**src/rtl/m_axi_lite_tg_if.sv**
```systemverilog
// rtl/m_axi_lite_tg_if.sv - AXI4-Lite channel bundle between the traffic generator and a slave
interface m_axi_lite_tg_if #(
   parameter int DWIDTH = 32,
   parameter int AWIDTH = 32
);
   logic                  awvalid;
   logic                  awready;
   logic [AWIDTH-1:0]     awaddr;
   logic [2:0]            awprot;
   logic                  wvalid;
   logic                  wready;
   logic [DWIDTH-1:0]     wdata;
   logic [DWIDTH/8-1:0]   wstrb;
   logic                  bvalid;
   logic                  bready;
   logic [1:0]            bresp;
   logic                  arvalid;
   logic                  arready;
   logic [AWIDTH-1:0]     araddr;
   logic [2:0]            arprot;
   logic                  rvalid;
   logic                  rready;
   logic [DWIDTH-1:0]     rdata;
   logic [1:0]            rresp;

   modport master (
      output awvalid, awaddr, awprot, wvalid, wdata, wstrb, bready,
      output arvalid, araddr, arprot, rready,
      input  awready, wready, bvalid, bresp, arready, rvalid, rdata, rresp
   );

   modport slave (
      input  awvalid, awaddr, awprot, wvalid, wdata, wstrb, bready,
      input  arvalid, araddr, arprot, rready,
      output awready, wready, bvalid, bresp, arready, rvalid, rdata, rresp
   );
endinterface

```
**src/rtl/m_axi_lite_tg.sv**
```systemverilog
// rtl/m_axi_lite_tg.sv - AXI4-Lite master traffic generator with deterministic pattern self-check
module m_axi_lite_tg #(
   parameter int                DWIDTH    = 32,
   parameter int                AWIDTH    = 32,
   parameter int                TXN_NUM   = 4,
   parameter int                IDX_BIT   = 16,
   parameter int                CNT_BIT   = 8,
   parameter logic [AWIDTH-1:0] BASE_ADDR = '0,
   parameter int unsigned       ADDR_STEP = 4,
   parameter int unsigned       SEED      = 0
) (
   input  logic               clk,
   input  logic               xrst,
   input  logic               req,
   input  logic [1:0]         mode,
   output logic               ack,
   output logic               busy,
   output logic               err,
   output logic [CNT_BIT-1:0] err_cnt,
   output logic [DWIDTH-1:0]  probe,
   m_axi_lite_tg_if.master    axi
);

   typedef enum logic [1:0] {
      IDLE  = 2'd0,
      WRITE = 2'd1,
      READ  = 2'd2,
      DONE  = 2'd3
   } state_t;

   localparam int PW = (16 + IDX_BIT > DWIDTH) ? DWIDTH - 16 : IDX_BIT;

   state_t              state_q, state_d;
   logic [IDX_BIT-1:0]  idx_q, idx_d;
   logic [1:0]          mode_q, mode_d;
   logic                issued_q, issued_d;
   logic                r_req_q;
   logic                awvalid_q, awvalid_d;
   logic                wvalid_q, wvalid_d;
   logic                bready_q, bready_d;
   logic                arvalid_q, arvalid_d;
   logic                rready_q, rready_d;
   logic [AWIDTH-1:0]   awaddr_q, awaddr_d;
   logic [AWIDTH-1:0]   araddr_q, araddr_d;
   logic [DWIDTH-1:0]   wdata_q, wdata_d;
   logic [CNT_BIT-1:0]  err_cnt_q, err_cnt_d;
   logic                err_q, err_d;
   logic                ack_q, ack_d;
   logic                busy_q, busy_d;

   logic                start;
   logic                last;
   logic                inc_err;
   logic [AWIDTH-1:0]   pat_addr;
   logic [DWIDTH-1:0]   pat_data;
   logic [DWIDTH-1:0]   probe_w;
   logic                unused_resp;

   assign start    = req & ~r_req_q;
   assign last     = (idx_q == IDX_BIT'(TXN_NUM - 1));
   assign pat_addr = BASE_ADDR + AWIDTH'(idx_q) * AWIDTH'(ADDR_STEP);
   assign pat_data = DWIDTH'(SEED) + DWIDTH'(idx_q);

   assign unused_resp = ^{axi.bresp[0], axi.rresp[0]};

   always_ff @(posedge clk or negedge xrst) begin
      if (!xrst) begin
         state_q   <= IDLE;
         idx_q     <= '0;
         mode_q    <= 2'd0;
         issued_q  <= 1'b0;
         r_req_q   <= 1'b0;
         awvalid_q <= 1'b0;
         wvalid_q  <= 1'b0;
         bready_q  <= 1'b0;
         arvalid_q <= 1'b0;
         rready_q  <= 1'b0;
         awaddr_q  <= '0;
         araddr_q  <= '0;
         wdata_q   <= '0;
         err_cnt_q <= '0;
         err_q     <= 1'b0;
         ack_q     <= 1'b0;
         busy_q    <= 1'b0;
      end else begin
         state_q   <= state_d;
         idx_q     <= idx_d;
         mode_q    <= mode_d;
         issued_q  <= issued_d;
         r_req_q   <= req;
         awvalid_q <= awvalid_d;
         wvalid_q  <= wvalid_d;
         bready_q  <= bready_d;
         arvalid_q <= arvalid_d;
         rready_q  <= rready_d;
         awaddr_q  <= awaddr_d;
         araddr_q  <= araddr_d;
         wdata_q   <= wdata_d;
         err_cnt_q <= err_cnt_d;
         err_q     <= err_d;
         ack_q     <= ack_d;
         busy_q    <= busy_d;
      end
   end

   // issued_q separates the idle gap cycle from the in-flight part of each transaction
   always_comb begin
      state_d   = state_q;
      idx_d     = idx_q;
      mode_d    = mode_q;
      issued_d  = issued_q;
      awvalid_d = awvalid_q & ~axi.awready;
      wvalid_d  = wvalid_q & ~axi.wready;
      arvalid_d = arvalid_q & ~axi.arready;
      bready_d  = bready_q;
      rready_d  = rready_q;
      awaddr_d  = awaddr_q;
      araddr_d  = araddr_q;
      wdata_d   = wdata_q;
      err_cnt_d = err_cnt_q;
      ack_d     = ack_q;
      inc_err   = 1'b0;

      unique case (state_q)
         IDLE, DONE: begin
            if (start) begin
               err_cnt_d = '0;
               ack_d     = 1'b0;
               idx_d     = '0;
               issued_d  = 1'b0;
               mode_d    = mode;
               state_d   = (mode == 2'd2) ? READ : WRITE;
            end
         end
         WRITE: begin
            if (!issued_q) begin
               awvalid_d = 1'b1;
               wvalid_d  = 1'b1;
               bready_d  = 1'b1;
               awaddr_d  = pat_addr;
               wdata_d   = pat_data;
               issued_d  = 1'b1;
            end else if (bready_q && axi.bvalid) begin
               bready_d = 1'b0;
               issued_d = 1'b0;
               inc_err  = axi.bresp[1];
               if (last) begin
                  idx_d   = '0;
                  state_d = (mode_q == 2'd1) ? DONE : READ;
               end else begin
                  idx_d = idx_q + IDX_BIT'(1);
               end
            end
         end
         READ: begin
            if (!issued_q) begin
               arvalid_d = 1'b1;
               rready_d  = 1'b1;
               araddr_d  = pat_addr;
               issued_d  = 1'b1;
            end else if (rready_q && axi.rvalid) begin
               rready_d = 1'b0;
               issued_d = 1'b0;
               inc_err  = axi.rresp[1] | (axi.rdata != pat_data);
               if (last) begin
                  idx_d   = '0;
                  state_d = DONE;
               end else begin
                  idx_d = idx_q + IDX_BIT'(1);
               end
            end
         end
      endcase

      if (inc_err && (err_cnt_q != {CNT_BIT{1'b1}})) begin
         err_cnt_d = err_cnt_q + CNT_BIT'(1);
      end
      if ((state_d == DONE) && (state_q != DONE)) begin
         ack_d = 1'b1;
      end
      busy_d = (state_d == WRITE) || (state_d == READ);
      err_d  = (err_cnt_d != '0);
   end

   always_comb begin
      probe_w          = '0;
      probe_w[1:0]     = state_q;
      probe_w[16 +: PW] = idx_q[PW-1:0];
   end

   assign ack         = ack_q;
   assign busy        = busy_q;
   assign err         = err_q;
   assign err_cnt     = err_cnt_q;
   assign probe       = probe_w;

   assign axi.awvalid = awvalid_q;
   assign axi.awaddr  = awaddr_q;
   assign axi.awprot  = 3'b000;
   assign axi.wvalid  = wvalid_q;
   assign axi.wdata   = wdata_q;
   assign axi.wstrb   = {(DWIDTH/8){1'b1}};
   assign axi.bready  = bready_q;
   assign axi.arvalid = arvalid_q;
   assign axi.araddr  = araddr_q;
   assign axi.arprot  = 3'b001;
   assign axi.rready  = rready_q;

endmodule
```
**src/flat_wrapper.sv**
```systemverilog
// flat-port wrapper written by rule: the top's interface ports become plain ports
module m_axi_lite_tg_flat 
#(
   parameter int                DWIDTH    = 32,
   parameter int                AWIDTH    = 32,
   parameter int                TXN_NUM   = 4,
   parameter int                IDX_BIT   = 16,
   parameter int                CNT_BIT   = 8,
   parameter logic [AWIDTH-1:0] BASE_ADDR = '0,
   parameter int unsigned       ADDR_STEP = 4,
   parameter int unsigned       SEED      = 0
)
  (clk, xrst, req, mode, ack, busy, err, err_cnt, probe, axi_awvalid, axi_awaddr, axi_awprot, axi_wvalid, axi_wdata, axi_wstrb, axi_bready, axi_arvalid, axi_araddr, axi_arprot, axi_rready, axi_awready, axi_wready, axi_bvalid, axi_bresp, axi_arready, axi_rvalid, axi_rdata, axi_rresp);
  m_axi_lite_tg_if #(.DWIDTH(DWIDTH), .AWIDTH(AWIDTH)) axi_i ();
  input  logic clk;
  input  logic xrst;
  input  logic req;
  input  logic [1:0] mode;
  output logic ack;
  output logic busy;
  output logic err;
  output logic [CNT_BIT-1:0] err_cnt;
  output logic [DWIDTH-1:0] probe;
  output wire logic [$bits(axi_i.awvalid)-1:0] axi_awvalid;
  output wire logic [$bits(axi_i.awaddr)-1:0] axi_awaddr;
  output wire logic [$bits(axi_i.awprot)-1:0] axi_awprot;
  output wire logic [$bits(axi_i.wvalid)-1:0] axi_wvalid;
  output wire logic [$bits(axi_i.wdata)-1:0] axi_wdata;
  output wire logic [$bits(axi_i.wstrb)-1:0] axi_wstrb;
  output wire logic [$bits(axi_i.bready)-1:0] axi_bready;
  output wire logic [$bits(axi_i.arvalid)-1:0] axi_arvalid;
  output wire logic [$bits(axi_i.araddr)-1:0] axi_araddr;
  output wire logic [$bits(axi_i.arprot)-1:0] axi_arprot;
  output wire logic [$bits(axi_i.rready)-1:0] axi_rready;
  input wire logic [$bits(axi_i.awready)-1:0] axi_awready;
  input wire logic [$bits(axi_i.wready)-1:0] axi_wready;
  input wire logic [$bits(axi_i.bvalid)-1:0] axi_bvalid;
  input wire logic [$bits(axi_i.bresp)-1:0] axi_bresp;
  input wire logic [$bits(axi_i.arready)-1:0] axi_arready;
  input wire logic [$bits(axi_i.rvalid)-1:0] axi_rvalid;
  input wire logic [$bits(axi_i.rdata)-1:0] axi_rdata;
  input wire logic [$bits(axi_i.rresp)-1:0] axi_rresp;
  assign axi_awvalid = axi_i.awvalid;
  assign axi_awaddr = axi_i.awaddr;
  assign axi_awprot = axi_i.awprot;
  assign axi_wvalid = axi_i.wvalid;
  assign axi_wdata = axi_i.wdata;
  assign axi_wstrb = axi_i.wstrb;
  assign axi_bready = axi_i.bready;
  assign axi_arvalid = axi_i.arvalid;
  assign axi_araddr = axi_i.araddr;
  assign axi_arprot = axi_i.arprot;
  assign axi_rready = axi_i.rready;
  assign axi_i.awready = axi_awready;
  assign axi_i.wready = axi_wready;
  assign axi_i.bvalid = axi_bvalid;
  assign axi_i.bresp = axi_bresp;
  assign axi_i.arready = axi_arready;
  assign axi_i.rvalid = axi_rvalid;
  assign axi_i.rdata = axi_rdata;
  assign axi_i.rresp = axi_rresp;
  m_axi_lite_tg #(.DWIDTH(DWIDTH), .AWIDTH(AWIDTH), .TXN_NUM(TXN_NUM), .IDX_BIT(IDX_BIT), .CNT_BIT(CNT_BIT), .BASE_ADDR(BASE_ADDR), .ADDR_STEP(ADDR_STEP), .SEED(SEED)) u_core (.clk(clk), .xrst(xrst), .req(req), .mode(mode), .ack(ack), .busy(busy), .err(err), .err_cnt(err_cnt), .probe(probe), .axi(axi_i));
endmodule
```
**config.mk**
```make
export PLATFORM = sky130hd
export DESIGN_NAME = m_axi_lite_tg_flat
export DESIGN_NICKNAME = d
export VERILOG_FILES = /design/src/rtl/m_axi_lite_tg_if.sv /design/src/rtl/m_axi_lite_tg.sv /design/src/flat_wrapper.sv
export SDC_FILE = /design/constraint.sdc
export NUM_CORES = 1
export LEC_CHECK = 0
export CORE_MARGIN = 4
export CORE_UTILIZATION = 30
export CTS_CLUSTER_DIAMETER = 100
export DETAILED_ROUTE_END_ITERATION = 10
export HOLD_SLACK_MARGIN = 0.06
export SETUP_SLACK_MARGIN = 0.1
export SLEW_MARGIN = 5
export SYNTH_ARGS = -nofsm -noshare
export SYNTH_HDL_FRONTEND = slang
export SYNTH_SLANG_ARGS = --single-unit
```
**constraint.sdc**
```tcl
create_clock -name clk -period 2.5 [get_ports clk]
set_input_delay 0.25 -clock clk [delete_from_list [all_inputs] [get_ports clk]]
set_output_delay 0.25 -clock clk [all_outputs]
set_load 0.005 [all_outputs]
```
### After elaboration in Yosys (flattened, before gate mapping)

Cells that the tools add are included.

* $add $sub $neg: 2
* equality and inequality tests: 19
* mux-type cells: 43
* bitwise logic cells: 10
* reductions and logical operators: 17

Operators with widths (count)
* $mux W16: 6
* $pmux W16 S3: 1
* $ne A32 B16 Y1: 1
* $mux W8: 3
* $mux W1: 22
* $add A16 B1 Y16 const B: 1
* $eq A16 B2 Y1 const B: 1
* $mux W2: 8
* $reduce_and A2 Y1: 6
* $eq A2 B2 Y1 const B: 5
* $ne A2 B1 Y1 const B: 5
* $add A8 B1 Y8 const B: 1
* $ne A8 B8 Y1 const B: 1
* $reduce_bool A8 Y1: 1
* $eq A2 B1 Y1 const B: 3
* $ne A2 B2 Y1 const B: 3
* $pmux W2 S3: 1
* $not A1 Y1: 5
* $reduce_and A5 Y1: 1
* $and A1 B1 Y1: 4
* $logic_and A1 B1 Y1: 4
* $reduce_bool A2 Y1: 2
* $pmux W1 S3: 1
* $logic_not A2 Y1: 1
* other kinds (4): 4

* bits in registers: 70
* bits of input ports: 46
* output and inout bits: 154
* word-level logic and storage cells: 107

### Logic depth before layout (Yosys ltp)

* depth after elaboration: 10
* gate-level depth with buffers: 11

### Worst setup path after synthesis

OpenSTA, ideal clock, no wires.

* path type: register -> register
* start point: reg u_core.state_q[0]
* end point: reg u_core.err_q (netlist: u_core.err)
* setup time: 87 ps
* arrival: 2121 ps
* data required time: 2413 ps
* slack: 292 ps
* stages on the path, launching flop included: 11
* period minus slack after synthesis: 2208 ps
* path through: dfrtp_1 -> inv_1 -> ha_1 -> buf_2 -> nor4b_1 -> nand4_1 -> or4_4 -> o211ai_2 -> mux2i_1 -> o21ai_1 -> o211ai_1

* cells in the longest elaborated chain, start to end: 5
* elaborated cells on any way between the ends: 10
* classes of those cells: eq/ne (3); mux (3); reduce/logical (4)

Ends and longest elaborated chain
* start, declared: RTL line m_axi_lite_tg.sv:33 `state_t state_q, state_d;`
* start signal, assigned: RTL line m_axi_lite_tg.sv:86 `state_q <= state_d;`
* $eq A2 B2 Y1 (tied with other cells): RTL line m_axi_lite_tg.sv:124 `unique case (state_q)`
* $pmux W1 S2 / $reduce_or A2 Y1 (equally long branches): RTL line m_axi_lite_tg.sv:124
* $logic_and A1 B1 Y1 / $mux W8 (equally long branches): RTL line m_axi_lite_tg.sv:175, m_axi_lite_tg.sv:124
* $mux W8 *: RTL line m_axi_lite_tg.sv:175 `if (inc_err && (err_cnt_q != {CNT_BIT{1'b1}})) begin`
* $reduce_bool A8 Y1 *: RTL line m_axi_lite_tg.sv:182 `err_d = (err_cnt_d != '0);`
* named net u_core.err_d: RTL line m_axi_lite_tg.sv:47 `logic err_q, err_d;`
* end signal, assigned: RTL line m_axi_lite_tg.sv:100 `err_q <= err_d;`
* end, declared: RTL line m_axi_lite_tg.sv:47

The timed path passes the listed nets; every way through them passes the cells marked *.
A chain may end at the register's enable or synchronous reset.

### Worst setup path after layout

* start point: reg u_core.err_cnt_q[0] (netlist: u_core.err_cnt[0])
* end point: reg u_core.err_cnt_q[3] (netlist: u_core.err_cnt[3])

* cells in the longest elaborated chain, start to end: 3
* elaborated cells on any way between the ends: 4
* classes of those cells: add/sub (1); eq/ne (1); mux (1); reduce/logical (1)

Ends and longest elaborated chain
* start, declared: RTL line m_axi_lite_tg.sv:46 `logic [CNT_BIT-1:0] err_cnt_q, err_cnt_d;`
* start signal, assigned: RTL line m_axi_lite_tg.sv:99 `err_cnt_q <= err_cnt_d;`
* parallel branches: the longest is 2 deep, another holds $add A8 B1 Y8
* $mux W8 *: RTL line m_axi_lite_tg.sv:175
* named net u_core.err_cnt_d[3]: RTL line m_axi_lite_tg.sv:46

Mark *: on every way through the listed nets, which the timed path passes.

==> reports/results.txt <==
Synth async-reset ratio: 1.00
Gr usage total: 0.128
Arr. time, crit path: 2.53 ns
Fin nets: 583
Place WS: 0.0659 ns
Final GP Congestion: 0.823
Count of different cell masters after synthesis: 46
Die X: 125 um
Area share of the largest cell type after synthesis: 0.427
Routed wire per std cell: 14.2 um
Share of layout cells above drive strength 1: 0.149
CTS buffer count: 9
Most used DFF post-synth: dfrtp_1
Initial antenna violation count: 0
Post-synthesis register bit count: 70
RSZ-0062 raised after global routing: true
R2R Path Start: u_core.err_cnt[0]
Clock slew at reported path FFs: 0.06 ns
Syn Area/Cell: 10.0 um2
Hold Vio Cnt, Final: 0
CTS tree: yes
First drt pass iteration count: 4
Post-CTS setup buffers: 0
Worst slew pin tran: 0.907 ns
Final Routed Wirelength: 10,100 um
Core ar.: 0.0133 mm2
DR DRC count: 0
Startpoint type of the worst setup path: flop
Max Cap Viol: 0
Placed inst area: 0.00526 mm2
Critical path class: reg2reg
Slew headroom: 0.395
Yosys Warn Count: 0
Worst Clk Skew: 0.00729 ns
Period utilization: 0.930
Critical Path Source: u_core.err_cnt[0]
Mapped Area: 0.00411 mm2
Mapped Cells: 410
ANT cells: 0
Outcome: finished clean
Min setup slack post-route: 0.176 ns
Fillers: 1,288
Post-route ant nets: 0
VDD IR-drop max: 0.413 mV
Area growth syn-to-layout: 36.4%
Setup TNS: 0 ns
Leakage: 2.55 nW
Fmax: 0.430 GHz
Number of enable flip-flop cells after synthesis: 0
Top post-synthesis cells by area: dfrtp_1 (43%), buf_4 (16%), mux2_2 (9.3%), xor2_1 (5.1%), nor2_1 (2.5%)
Final instance area: 0.00560 mm2
List of most frequent post-synthesis cells: buf_4 (88), dfrtp_1 (70), mux2_2 (34)
Hpwl dp: 7620 um
Sink Count: 70
Setup crit end kind: flop
First-pass GRT wire length: 16,000 um
Slew Limit Fails: 0
Clock Path Buffers: 2
Clk Latency, worst-skew pair: 0.33 ns
Vias/cell: 4.35
I/O pin cnt: 200
Site Rows: 42
Final setup fails: 0
Synth area leader: dfrtp_1
Die Y: 125 um
Most common cell in the netlist: buf_4
Post-CTS Resized: 0
Final min period: 2.32 ns
CTS Root Cell: clkbuf_16
Cts-stage hold buffer count: 0
CP max FO: 12
Min Hold Slack: 0.0421 ns
Worst endpoint required time: 2.71 ns
P per Cell Area: 841 mW/mm2
Worst min path class: in2async
Input/output buffers: 125
Global route total overflow: 0
Die Area: 0.0156 mm2
Pin count of the biggest net entering global routing: 71
Sequential share of the synthesized area: 0.427
DRT iter0 DRCs: 145
Via Count: 3,099
Initial Util: 0.308
Vias in the first global route: 3,061
H-tree depth: 3
state kept, by name, summed over array words and instances (netlist names):
name	cells
u_core.ack	1
u_core.axi.araddr	16
u_core.axi.arvalid	1
u_core.axi.awaddr	16
u_core.axi.awvalid	1
u_core.axi.bready	1
u_core.axi.rready	1
u_core.axi.wvalid	1
u_core.busy	1
u_core.err	1
u_core.err_cnt	8
u_core.idx_q	16
u_core.issued_q	1
u_core.mode_q	2
u_core.r_req_q	1
u_core.state_q	2
routing by layer:
| layer | vias up | routed length (um) | share of wire | GRT usage |
|---|---|---|---|---|
| li1 | 1483 | - | - | - |
| met1 | 1489 | 4170 | 0.41 | 0.154 |
| met2 | 110 | 5060 | 0.50 | 0.213 |
| met3 | 17 | 659 | 0.065 | 0.0380 |
| met4 | 0 | 245 | 0.024 | 0.0580 |
| met5 | - | 0 | 0 | 0 |
critical path: stages (launching register included):
cell      delay [ns]
dfrtp_1         0.46
ha_1            0.28
and3_1          0.23
and3_1          0.25
a311oi_4        0.39
o21ai_4         0.12
buf_4           0.19
o211ai_1        0.19
o31ai_1         0.10
final cells by class:
type	instances	area [um2]	area share
Multi-Input combinational cell	293	1860	0.332
Sequential cell	70	1750	0.313
Timing Repair Buffer	146	1410	0.251
Clock buffer	9	225	0.0402
Tap cell	176	220	0.0393
Clock inverter	7	97.6	0.0174
Inverter	11	41.3	0.00737
report_power, final:
group | leakage, nW | switching (mW) | internal, mW
Clock | 0.152 | 0.505 | 0.876
Sequential | 0.937 | 0.146 | 1.34
Combinational | 1.46 | 0.902 | 0.937
Total | 2.55 | 1.55 | 3.16
placed cells by master (no fill, tap or decap), types with 2 or more instances in the layout:
master	count
inv_1	11
a22o_1	2
clkdlybuf4s50_1	124
o21ai_1	6
nand3_1	18
nor3_1	6
nand4_1	6
xor2_1	24
mux2i_1	2
o211ai_1	3
nand2b_1	6
nor2_1	27
dfrtp_1	70
ha_1	6
nor4_1	7
bufinv_16	2
a21oi_1	3
xnor2_1	4
o41ai_1	2
nor2b_1	2
and3_1	3
o21ai_0	17
clkinvlp_4	2
o31ai_1	4
clkbuf_16	9
buf_4	22
conb_1	72
nand2_1	20
mux2_2	34
through the flow:
step	util	instances	total power, mW
final	0.420	712	4.71
after global routing	0.420	712	5.07
after CTS	0.418	712	4.79
after detailed placement	0.394	696	3.36
after global placement	0.394	696	3.32
after floorplan	-	480	2.57
cells by family after synthesis:
logic type	after synthesis	synth area share
simple gates	104	0.129
mux	36	0.0981
xor+xnor	28	0.0597
fa+ha+maj	6	0.0183
compound gates	47	0.0771
buf+inv	117	0.190
flops	70	0.427
other cells	2	0.00183
path summary, 6_finish.rpt:
kind	end	slack (ns)	cells past startpoint
setup / recovery	u_core.err_cnt[3]	0.18	8
hold / removal	u_core.err_cnt[0]	0.04	1
setup reg to reg	u_core.err_cnt[3]	0.18	8
hold reg to reg	u_core.ack	0.48	2
max in group asynchronous	u_core.idx_q[10]	1.87	1
min in group clk	u_core.r_req_q	0.43	1
Note: power is estimated with default switching activity, not from simulation.
